$ cat src/rtl/foc_sequencer.sv
// rtl/foc_sequencer.sv - control sequencer in front of the FOC datapath
//
// Purpose: keeps shadow d/q PID coefficients and streams them into the PID
// write ports after reset and on commit. Turns sample_tick into a one-cycle
// valid request with registered samples. Counts dropped ticks and runs a
// watchdog while waiting for datapath completion.
//
// Ports:
//   clk, rstb                 clock, asynchronous active-high reset
//   cfg_we/sel/addr/data      shadow coefficient write (sel 0 = d, 1 = q)
//   cfg_commit                reload shadow coefficients into the datapath
//   sample_tick               control-period trigger
//   angle_s, currA_s, currB_s raw samples
//   angle_in, currA_in, currB_in, valid   request to the datapath
//   ready                     datapath completion level
//   pid_{d,q}_{wen,addr,data} coefficient write ports (wen active-low)
//   busy, cfg_done, overrun_cnt, timeout_err   status
module foc_sequencer #(
   parameter int D_WIDTH = 16,
   parameter int N_COEF  = 4,
   parameter int TIMEOUT = 1024
) (
   input  logic               clk,
   input  logic               rstb,
   input  logic               cfg_we,
   input  logic               cfg_sel,
   input  logic [1:0]         cfg_addr,
   input  logic [D_WIDTH-1:0] cfg_data,
   input  logic               cfg_commit,
   input  logic               sample_tick,
   input  logic [D_WIDTH-1:0] angle_s,
   input  logic [D_WIDTH-1:0] currA_s,
   input  logic [D_WIDTH-1:0] currB_s,
   output logic [D_WIDTH-1:0] angle_in,
   output logic [D_WIDTH-1:0] currA_in,
   output logic [D_WIDTH-1:0] currB_in,
   output logic               valid,
   input  logic               ready,
   output logic               pid_d_wen,
   output logic               pid_q_wen,
   output logic [D_WIDTH-1:0] pid_d_addr,
   output logic [D_WIDTH-1:0] pid_q_addr,
   output logic [D_WIDTH-1:0] pid_d_data,
   output logic [D_WIDTH-1:0] pid_q_data,
   output logic               busy,
   output logic               cfg_done,
   output logic [7:0]         overrun_cnt,
   output logic               timeout_err
);

   localparam int IW = $clog2(N_COEF + 1);
   localparam int WW = (TIMEOUT > 1) ? $clog2(TIMEOUT) : 1;

   typedef enum logic [1:0] {S_LOAD, S_IDLE, S_ISSUE, S_WAIT} state_t;

   state_t             state, state_nxt;
   logic [IW-1:0]      idx, idx_nxt;
   logic [WW-1:0]      wd, wd_nxt;
   logic               pend, pend_nxt;
   logic               ready_q;
   logic               wen_r, wen_nxt;
   logic [D_WIDTH-1:0] addr_r, addr_nxt;
   logic [D_WIDTH-1:0] dat_d, dat_d_nxt, dat_q, dat_q_nxt;
   logic               done_nxt, terr_nxt, take_tick;
   logic [7:0]         ovr_nxt;
   logic [D_WIDTH-1:0] cur_d, cur_q;
   logic [D_WIDTH-1:0] shadow_d [N_COEF];
   logic [D_WIDTH-1:0] shadow_q [N_COEF];

   logic commit_any, completion, wd_last, tick_drop;

   // A pending commit behaves like a live one at every decision point.
   assign commit_any = cfg_commit | pend;
   // Only a rising edge counts; ready_q is sampled in every state, so a
   // level already high when WAIT is entered does not complete.
   assign completion = ready & ~ready_q;
   assign wd_last    = (wd == WW'(TIMEOUT - 1));
   assign tick_drop  = sample_tick & ((state != S_IDLE) | commit_any);

   function automatic logic [D_WIDTH-1:0] coef_default(input int i);
      return (i == 0) ? D_WIDTH'(4096) : (i == 1) ? D_WIDTH'(512) : '0;
   endfunction

   // Shadow coefficients: writable in every state.
   always_ff @(posedge clk or posedge rstb) begin
      if (rstb) begin
         for (int i = 0; i < N_COEF; i++) begin
            shadow_d[i] <= coef_default(i);
            shadow_q[i] <= coef_default(i);
         end
      end else if (cfg_we) begin
         for (int i = 0; i < N_COEF; i++) begin
            if (cfg_addr == i[1:0]) begin
               if (cfg_sel) shadow_q[i] <= cfg_data;
               else         shadow_d[i] <= cfg_data;
            end
         end
      end
   end

   always_comb begin
      cur_d = '0;
      cur_q = '0;
      for (int i = 0; i < N_COEF; i++) begin
         if (idx == IW'(i)) begin
            cur_d = shadow_d[i];
            cur_q = shadow_q[i];
         end
      end
   end

   // State register
   always_ff @(posedge clk or posedge rstb) begin
      if (rstb) state <= S_LOAD;
      else      state <= state_nxt;
   end

   // Next-state logic
   always_comb begin
      state_nxt = state;
      case (state)
         S_LOAD:  if (idx == IW'(N_COEF)) state_nxt = S_IDLE;
         S_IDLE:  if (commit_any)         state_nxt = S_LOAD;
                  else if (sample_tick)   state_nxt = S_ISSUE;
         S_ISSUE: state_nxt = S_WAIT;
         S_WAIT:  if (completion)         state_nxt = commit_any ? S_LOAD : S_IDLE;
                  else if (wd_last)       state_nxt = S_IDLE;
         default: state_nxt = S_LOAD;
      endcase
   end

   // Output / datapath next-value logic
   always_comb begin
      wen_nxt   = 1'b1;
      addr_nxt  = addr_r;
      dat_d_nxt = dat_d;
      dat_q_nxt = dat_q;
      done_nxt  = 1'b0;
      idx_nxt   = idx;
      if (state == S_LOAD) begin
         if (idx == IW'(N_COEF)) begin
            done_nxt = 1'b1;
            idx_nxt  = '0;
         end else begin
            wen_nxt   = 1'b0;
            addr_nxt  = D_WIDTH'(idx);
            dat_d_nxt = cur_d;
            dat_q_nxt = cur_q;
            idx_nxt   = idx + IW'(1);
         end
      end
      take_tick = (state == S_IDLE) & ~commit_any & sample_tick;
      wd_nxt    = (state == S_WAIT) ? wd + WW'(1) : '0;
      terr_nxt  = timeout_err | ((state == S_WAIT) & ~completion & wd_last);
      ovr_nxt   = (tick_drop && overrun_cnt != 8'hFF) ? overrun_cnt + 8'd1 : overrun_cnt;
      // Entering LOAD consumes the commit; otherwise late commits accumulate.
      if (state_nxt == S_LOAD && state != S_LOAD) pend_nxt = 1'b0;
      else pend_nxt = pend | (cfg_commit & (state != S_IDLE));
   end

   always_ff @(posedge clk or posedge rstb) begin
      if (rstb) begin
         idx         <= '0;
         wd          <= '0;
         pend        <= 1'b0;
         ready_q     <= 1'b0;
         wen_r       <= 1'b1;
         addr_r      <= '0;
         dat_d       <= '0;
         dat_q       <= '0;
         cfg_done    <= 1'b0;
         overrun_cnt <= '0;
         timeout_err <= 1'b0;
         angle_in    <= '0;
         currA_in    <= '0;
         currB_in    <= '0;
      end else begin
         idx         <= idx_nxt;
         wd          <= wd_nxt;
         pend        <= pend_nxt;
         ready_q     <= ready;
         wen_r       <= wen_nxt;
         addr_r      <= addr_nxt;
         dat_d       <= dat_d_nxt;
         dat_q       <= dat_q_nxt;
         cfg_done    <= done_nxt;
         overrun_cnt <= ovr_nxt;
         timeout_err <= terr_nxt;
         if (take_tick) begin
            angle_in <= angle_s;
            currA_in <= currA_s;
            currB_in <= currB_s;
         end
      end
   end

   assign valid      = (state == S_ISSUE);
   assign busy       = (state != S_IDLE);
   assign pid_d_wen  = wen_r;
   assign pid_q_wen  = wen_r;
   assign pid_d_addr = addr_r;
   assign pid_q_addr = addr_r;
   assign pid_d_data = dat_d;
   assign pid_q_data = dat_q;

endmodule

$ cat config.mk
export PLATFORM = sky130hd
export DESIGN_NAME = foc_sequencer
export DESIGN_NICKNAME = d
export VERILOG_FILES = /design/src/rtl/foc_sequencer.sv
export SDC_FILE = /design/constraint.sdc
export NUM_CORES = 1
export LEC_CHECK = 0
export CAP_MARGIN = 20
export CORE_ASPECT_RATIO = 0.9
export CORE_MARGIN = 5
export CORE_UTILIZATION = 45
export DETAILED_ROUTE_END_ITERATION = 10
export GPL_TIMING_DRIVEN = 1
export PLACE_DENSITY = 0.71
export SLEW_MARGIN = 10
export SYNTH_ARGS = -nofsm -noshare
export SYNTH_HDL_FRONTEND = slang
export SYNTH_SLANG_ARGS = --single-unit
$ cat constraint.sdc
create_clock -name clk -period 18.5 [get_ports clk]
set_input_delay 5.55 -clock clk [delete_from_list [all_inputs] [get_ports clk]]
set_output_delay 5.55 -clock clk [all_outputs]
set_load 0.02 [all_outputs]
==> metrics.md, run 1 <==
| Metric | Value |
|---|---|
| Status | finished, final reports clean |
| Achievable Freq | 0.1305 GHz |
| Slew Limit Fails | 0 |
| Max clock buf depth | 3 |
| EDFF count, synth | 0 |
| Net switching power | 769.5 uW |
| Final setup TNS | 0 ns |
| Setup repair after global routing missed its margin | no |
| Die W | 170.9 um |
| Total of cells resized after clock tree synthesis | 0 |
| Leading post-synthesis cells by cell area | sky130_fd_sc_hd__dfrtp_1, sky130_fd_sc_hd__mux2_2, sky130_fd_sc_hd__a21oi_1, sky130_fd_sc_hd__mux2_4, sky130_fd_sc_hd__a32oi_1 |
| Initial antenna violation count | 0 |
| Total power per unit cell area | 166.3 nW/um^2 |
| RePlAce Congestion | 0.7643 |
| Crit Reg-Reg Startpoint | idx[0] |
| Largest net degree at the start of global routing | 87 |
| Antenna diode instance count | 0 |
| Post-route setup slack | 10.83 ns |
| Largest area contributor in the synthesized netlist | sky130_fd_sc_hd__dfrtp_1 |
| Gate count of the mapped netlist | 832 |
| Largest delay contributor family on the critical path | buffers and inverters |
| Fraction of layout cells with a size suffix above 1 | 0.2480 |
| Crit-path max FO | 84 |
| Post-detail-place hpwl | 14900 um |
| CP Data Arrival Time | 8.20 ns |
| Hold-fix buffer count after cts | 0 |
| Logic pwr share | 0.394 |
| Clock tree from TritonCTS | yes |
| Hold depth | 1 |
| Cell internal power dissipation | 1426 uW |
| Capture point of the worst reg-to-reg path | pid_d_addr[0] |
| Worst setup slack after placement | 9.981 ns |
| Die span in y | 154.8 um |
| Count of different cell masters after synthesis | 44 |
| Critical path data required time | 19.03 ns |
| Number of H-tree levels | 1 |
| Clock buffers created by TritonCTS | 26 |
| Number of filler cells placed in the layout | 1916 |
| Total gr overflow | 0 |
| Final hold violation count | 0 |
| First-pass GRT wire length | 38300 um |
| Clock root buffer | sky130_fd_sc_hd__clkbuf_16 |
| Synth-to-Final Area Change | 25.96% |
| Area of the core | 23140 sq um |
| Maximum Capacitance Violations | 0 |
| Per-cell routed wire length | 18.11 um |
| Placement row count | 53 |
| Ratio of routed vias to standard cells | 5.264 |
| Worst Skew | 0.01011 ns |
| Worst path buffer plus inverter count | 5 |
| Share of synthesized registers carrying an async set or reset | 1.000 |
| Number of iterations in the first detailed-routing pass | 5 |
| Count of routing violations after the opening detailed-route iteration | 333 |
| Hold Crit Class | flop to flop |
| Post-Route WL | 23650 um |
| # port buffers | 172 |
| Critical hold path startpoint | wd[0] |
| Max stage delay on crit path | 0.73 ns |
| Number of storage elements in the synthesis netlist | 239 |
| Primary FF master, synth | sky130_fd_sc_hd__dfrtp_1 |
| Switching part of the total | 0.3505 |
| Slowest cell on the critical path | sky130_fd_sc_hd__buf_4 |
| Relative contribution of sequential cells to total power | 0.366 |
| Most numerous cell on the critical path | sky130_fd_sc_hd__buf_4 |
| Final std cells w/o fill | 1306 |
| Detail Route Antenna Nets | 0 |
| Die area | 26450 sq um |
| Number of global-route vias before repair | 7167 |
| Num Clock Sinks | 239 |
| Reg2Reg Depth | 8 |
| Number of top-level pins | 199 |
| Chain of cells forming the critical path | clkdlybuf4s50_1 -> inv_8 -> buf_4 -> buf_12 -> buf_4 |
| CP Class | input pin to async pin |
| Number of setup violations in the final report | 0 |
| Actual slew at the worst max-slew pin | 1.013 ns |
| Final cycle utilization of the critical path | 0.4144 |
| Critical Path Sink Type | async pin |
| Overall Global Routing Usage | 0.1784 |
| End point of the worst hold path | wd[0] |
| Max-slew headroom | 0.3208 |
| Yosys synthesis warning count | 0 |
| Via count | 6875 |
| Starting density of the core | 0.4530 |
| Peak ir drop on the vdd network | 97.34 uV |
| Placed instance count | 1257 |
| Insertion delay of the later-clocked pin in the worst-skew pair | 0.52 ns |
| Post-CTS Repair Setup Buffers | 0 |
| Portion of synthesized cell area occupied by the leading cell type | 0.5585 |
| Critical path launch point type | input pin |
| Sequential element share of the synthesized area | 0.5711 |
| Leakage Power | 0.005597 uW |
| Netlist area before placement | 10480 sq um |
| Area used by sequential logic in the layout | 5987 sq um |
| Combined area of the multi-input logic cells | 4111 sq um |
| Time the worst path needs with I/O delays and setup | 7.666 ns |
| Clock slew at the register clock pins of the worst setup and hold paths | 0.07 ns |
| Post-route DRC | 0 |
| Worst R2R Setup Slack | 15.83 ns |
| Mean instance size in the synthesized netlist | 12.60 sq um |
| Fraction of power consumed by the clock network | 0.239 |
| Post-layout nets | 1065 |
[synthesized netlist by cell type (2+ instances only)]
cell type                    n
sky130_fd_sc_hd__buf_4      34
sky130_fd_sc_hd__buf_6       4
sky130_fd_sc_hd__clkbuf_1   25
sky130_fd_sc_hd__xor2_1      7
sky130_fd_sc_hd__dfrtp_1   234
sky130_fd_sc_hd__nand4_1     6
sky130_fd_sc_hd__xnor2_1     4
sky130_fd_sc_hd__ha_1        7
sky130_fd_sc_hd__mux2_4     20
sky130_fd_sc_hd__inv_1       6
sky130_fd_sc_hd__mux2_2    158
sky130_fd_sc_hd__nor2_1     47
sky130_fd_sc_hd__buf_2      18
sky130_fd_sc_hd__nand4b_1    3
sky130_fd_sc_hd__dfstp_2     5
sky130_fd_sc_hd__o21ai_0    38
sky130_fd_sc_hd__nand2_1    45
sky130_fd_sc_hd__nand3_1     8
sky130_fd_sc_hd__nor2b_1     2
sky130_fd_sc_hd__and4_1      4
sky130_fd_sc_hd__nor3_2      2
sky130_fd_sc_hd__a21oi_1    68
sky130_fd_sc_hd__a32oi_1    32
sky130_fd_sc_hd__nand2b_1   34
sky130_fd_sc_hd__and3_1      2
[power groups by stage]
stage	clock network (uW)	logic, uW	registers, uW
floorplan	0	419	911
global placement	0	856	805
detailed placement	0	868	810
CTS	539	873	805
finish	525	866	804
global route	560	948	829
[worst max path at each step]
| stage | start | to | cells after the start |
|---|---|---|---|
| 6_report | rstb | pid_q_data[1] | 5 |
| 5_1_grt | rstb | idx[1] | 5 |
| 4_1_cts | rstb | shadow_q[54] | 4 |
| 3_5_place_dp | rstb | pid_d_addr[1] | 4 |
| 3_3_place_gp | rstb | pid_d_addr[1] | 4 |
| 2_1_floorplan | rstb | angle_in[0] | 1 |
[layout by cell type (no fill, tap or decap), types with 2 or more instances in the layout]
| cell type | count |
|---|---|
| sky130_fd_sc_hd__nor3_4 | 2 |
| sky130_fd_sc_hd__o21ai_0 | 38 |
| sky130_fd_sc_hd__clkinv_2 | 5 |
| sky130_fd_sc_hd__a21oi_1 | 68 |
| sky130_fd_sc_hd__and4_1 | 4 |
| sky130_fd_sc_hd__nor2_1 | 46 |
| sky130_fd_sc_hd__ha_1 | 4 |
| sky130_fd_sc_hd__clkbuf_8 | 2 |
| sky130_fd_sc_hd__dfrtp_1 | 234 |
| sky130_fd_sc_hd__clkinvlp_4 | 2 |
| sky130_fd_sc_hd__clkbuf_1 | 6 |
| sky130_fd_sc_hd__buf_12 | 2 |
| sky130_fd_sc_hd__buf_4 | 8 |
| sky130_fd_sc_hd__nand4_1 | 6 |
| sky130_fd_sc_hd__clkdlybuf4s50_1 | 172 |
| sky130_fd_sc_hd__a32oi_1 | 32 |
| sky130_fd_sc_hd__clkbuf_16 | 27 |
| sky130_fd_sc_hd__nand2b_1 | 34 |
| sky130_fd_sc_hd__nand4b_1 | 3 |
| sky130_fd_sc_hd__inv_6 | 2 |
| sky130_fd_sc_hd__nor2b_1 | 2 |
| sky130_fd_sc_hd__inv_1 | 5 |
| sky130_fd_sc_hd__ha_2 | 3 |
| sky130_fd_sc_hd__mux2_4 | 20 |
| sky130_fd_sc_hd__xor2_1 | 7 |
| sky130_fd_sc_hd__dfstp_2 | 5 |
| sky130_fd_sc_hd__bufinv_16 | 3 |
| sky130_fd_sc_hd__and3_1 | 2 |
| sky130_fd_sc_hd__conb_1 | 26 |
| sky130_fd_sc_hd__nand3_1 | 8 |
| sky130_fd_sc_hd__nand2_1 | 45 |
| sky130_fd_sc_hd__xnor2_1 | 4 |
| sky130_fd_sc_hd__mux2_2 | 158 |
[cell families (layout without fill, tap and decap cells)]
kind of cell	count (synthesis)	after routing	share of synthesized area
fa+ha+maj	7	7	0.008354
other cells	1	26	0.0003577
buf+inv	89	236	0.04905
simple gates	162	162	0.08056
flops	239	239	0.5711
compound gates	144	144	0.08211
xor+xnor	11	11	0.009189
mux	179	179	0.1993
[state kept, by name, summed over array words and instances (netlist names)]
register     count
angle_in        16
cfg_done         1
currA_in        16
currB_in        16
idx              3
overrun_cnt      8
pend             1
pid_d_addr       3
pid_d_data      16
pid_d_wen        1
pid_q_data      16
ready_q          1
shadow_d        64
shadow_q        64
state            2
timeout_err      1
wd              10
[through the flow]
stage               area, sq um  hold WS, ns    util  total power, uW
CTS                       13170       0.4902  0.5688             2216
global route              13210       0.4962  0.5706             2337
detailed placement        12290       0.4814  0.5311             1679
global placement          12290       0.4710  0.5311             1661
floorplan                 10580       0.4479       -             1329
finish                    13210       0.4825  0.5706             2196
[layout make-up]
cell class,count,share of cell area
multi-input cells,529,0.3114
clock buffers,35,0.05496
repair buffers,182,0.1380
flip-flops and latches,239,0.4534
inverters,7,0.002558
well taps,302,0.02861
clock inverters,12,0.01118
[metal layers]
metal	vias up	global-route usage	routed length [um]
met3	28	0.07283	2451
met2	230	0.2709	10460
met4	0	0.03772	399
met1	3427	0.2436	10340
li1	3190	-	-
met5	-	0	0
Note: power is estimated with default switching activity, not from simulation.
==> run 2: changes to the inputs <==
--- a/config.mk
+++ b/config.mk
@@ -11,7 +11,7 @@
 export CORE_UTILIZATION = 45
 export DETAILED_ROUTE_END_ITERATION = 10
 export GPL_TIMING_DRIVEN = 1
-export PLACE_DENSITY = 0.71
+export PLACE_DENSITY = 0.73
 export SLEW_MARGIN = 10
 export SYNTH_ARGS = -nofsm -noshare
 export SYNTH_HDL_FRONTEND = slang
==> constraint.sdc (replaced) <==
create_clock -name clk -period 7 [get_ports clk]
set_input_delay 2.1 -clock clk [delete_from_list [all_inputs] [get_ports clk]]
set_output_delay 2.1 -clock clk [all_outputs]
set_load 0.02 [all_outputs]
==> metrics.md, run 2 (synthesized netlist as in run 1, its figures left out) <==
| Metric | Value |
|---|---|
| Number of iterations in the first detailed-routing pass | 7 (+2) |
| Die span in y | 154.8 um (unchanged) |
| Clock root buffer | sky130_fd_sc_hd__clkbuf_16 |
| Critical path data required time | 4.90 ns (-14.13 ns) |
| Number of setup violations in the final report | 0 (unchanged) |
| Worst setup path startpoint | state[1] |
| Commonest non-fill, non-tap cells in the layout | sky130_fd_sc_hd__dfrtp_1, sky130_fd_sc_hd__clkdlybuf4s50_1, sky130_fd_sc_hd__mux2_2, sky130_fd_sc_hd__a21oi_1, sky130_fd_sc_hd__nor2_1 |
| Post-CTS Repair Setup Buffers | 0 (unchanged) |
| Post-detail-place hpwl | 14770 um (-0.88%) |
| Per-cell routed wire length | 18.25 um (+0.78%) |
| Ratio of routed vias to standard cells | 5.292 (+0.54%) |
| Capture point of the worst reg-to-reg path | pid_d_addr[1] |
| Maximum Capacitance Violations | 0 (unchanged) |
| Placement row count | 53 (unchanged) |
| Max-slew headroom | 0.2841 (-0.03673) |
| Clock slew at the register clock pins of the worst setup and hold paths | 0.06 ns (about the same) |
| Final setup TNS | 0 ns (unchanged) |
| Relative contribution of sequential cells to total power | 0.363 (-0.003) |
| Hold Crit Class | flop to flop |
| Net switching power | 2031 uW (+160%) |
| Crit Reg-Reg Startpoint | idx[0] |
| Detail Route Antenna Nets | 0 (unchanged) |
| Insertion delay of the later-clocked pin in the worst-skew pair | 0.52 ns (about the same) |
| Achievable Freq | 0.2521 GHz |
| Critical Path Sink Type | output pin |
| Slowest cell on the critical path | sky130_fd_sc_hd__clkdlybuf4s50_1 |
| Die W | 170.9 um (unchanged) |
| Total of cells resized after clock tree synthesis | 0 (unchanged) |
| Number of global-route vias before repair | 7174 (+0.098%) |
| Logic pwr share | 0.393 (about the same) |
| Placed instance count | 1258 (+0.080%) |
| Time the worst path needs with I/O delays and setup | 3.967 ns |
| Worst R2R Setup Slack | 4.35 ns (-11.48 ns) |
| Slew Limit Fails | 0 (unchanged) |
| Count of routing violations after the opening detailed-route iteration | 380 (+14%) |
| Peak ir drop on the vdd network | 288.8 uV (+200%) |
| Total power per unit cell area | 441.9 nW/um^2 (+170%) |
| Worst Skew | 0.006516 ns (-0.003597 ns) |
| Largest delay contributor family on the critical path | buffers and inverters |
| First-pass GRT wire length | 38780 um (+1.3%) |
| CP Class | flop to output pin |
| Fraction of power consumed by the clock network | 0.244 (+0.005) |
| Reg2Reg Depth | 7 (-1) |
| Starting density of the core | 0.4530 (unchanged) |
| Clock tree from TritonCTS | yes |
| Max stage delay on crit path | 0.62 ns (-0.11 ns) |
| Number of H-tree levels | 1 (unchanged) |
| Post-layout nets | 1066 (+0.094%) |
| Clock buffers created by TritonCTS | 27 (+3.8%) |
| # port buffers | 172 (unchanged) |
| Post-Route WL | 23780 um (+0.55%) |
| Final std cells w/o fill | 1303 (-0.23%) |
| Final hold violation count | 0 (unchanged) |
| Setup repair after global routing missed its margin | no |
| Final cycle utilization of the critical path | 0.5667 |
| Max clock buf depth | 3 (unchanged) |
| CP Data Arrival Time | 1.87 ns (-6.33 ns) |
| Critical path launch point type | flop |
| Largest net degree at the start of global routing | 121 (+39%) |
| Commonest non-fill, non-tap cell in the layout | sky130_fd_sc_hd__dfrtp_1 |
| Via count | 6896 (+0.31%) |
| WP depth | 2 (-3) |
| Actual slew at the worst max-slew pin | 1.068 ns (+0.05481 ns) |
| RePlAce Congestion | 0.7580 (-0.82%) |
| Chain of cells forming the critical path | nor2b_1 -> clkdlybuf4s50_1 |
| Overall Global Routing Usage | 0.1795 (+0.001094) |
| Worst path buffer plus inverter count | 1 (-4) |
| Cell internal power dissipation | 3814 uW (+170%) |
| Leakage Power | 0.005606 uW (+0.17%) |
| CP Capture Point | valid |
| Hold-fix buffer count after cts | 0 (unchanged) |
| Initial antenna violation count | 1 (+1) |
| Fraction of layout cells with a size suffix above 1 | 0.2507 (+0.002741) |
| Crit-path max FO | 9 (-89%) |
| Number of top-level pins | 199 (unchanged) |
| Num Clock Sinks | 239 (unchanged) |
| Die area | 26450 sq um (unchanged) |
| Total gr overflow | 0 (unchanged) |
| Area of the core | 23140 sq um (unchanged) |
| Antenna diode instance count | 0 (unchanged) |
| Switching part of the total | 0.3475 (-0.003009) |
| Synth-to-Final Area Change | 26.15% |
| Largest registers ranked by flip-flop count | shadow_d: 64 flops, shadow_q: 64 flops |
| Post-route DRC | 0 (unchanged) |
| Status | finished, final reports clean |
-- run 2: layer usage --
layer  vias up  GRT usage  part of all wire
met2       222     0.2797              0.44
met3        27    0.07002              0.11
met1      3467     0.2438              0.44
met5         -          0           0.00055
li1       3178          -                 -
met4         2    0.03131             0.013
-- run 2: worst register-to-register path, stage by stage (launching register included) --
cell	delay (ns)
sky130_fd_sc_hd__dfrtp_1	0.43
sky130_fd_sc_hd__inv_1	0.10
sky130_fd_sc_hd__ha_2	0.48
sky130_fd_sc_hd__a21oi_4	0.63
sky130_fd_sc_hd__buf_4	0.55
sky130_fd_sc_hd__inv_2	0.18
sky130_fd_sc_hd__nand2_1	0.10
sky130_fd_sc_hd__o21ai_0	0.07
-- run 2: how the worst min path moves through the flow --
stage | startpoint | end | slack, ns | depth (start not counted)
5_1_grt | timeout_err | timeout_err | 0.49 | 1
2_1_floorplan | wd[0] | wd[0] | 0.45 | 1
3_5_place_dp | timeout_err | timeout_err | 0.46 | 1
3_3_place_gp | timeout_err | timeout_err | 0.45 | 1
6_report | timeout_err | timeout_err | 0.46 | 1
4_1_cts | timeout_err | timeout_err | 0.47 | 1
-- run 2: metrics by stage --
step	cell area (sq um)	power [uW]	utilization	worst slack (ns)	hold slack, ns
6_report	13230	5844	0.5714	3.033	0.4622
5_1_grt	13230	6212	0.5714	2.964	0.4908
4_1_cts	13210	5896	0.5706	3.008	0.4690
3_5_place_dp	12300	4432	0.5317	2.489	0.4551
3_3_place_gp	12300	4391	0.5317	2.624	0.4515
2_1_floorplan	10580	3514	-	1.770	0.4479
-- run 2: power groups by stage --
stage | Sequential [uW] | Combinational, uW | Clock (uW)
6_report | 2120 | 2300 | 1430
5_1_grt | 2190 | 2510 | 1520
4_1_cts | 2130 | 2310 | 1460
3_5_place_dp | 2140 | 2290 | 0
3_3_place_gp | 2130 | 2260 | 0
2_1_floorplan | 2410 | 1110 | 0
-- run 2: cell type report --
type / count / area [sq um]
well taps: 302 / 377.9
fillers: 1906 / 9918
clock buffers: 36 / 779.5
inverters: 7 / 30.03
clock inverters: 8 / 121.4
flip-flops and latches: 239 / 5987
repair buffers: 182 / 1822
multi-input cells: 529 / 4108
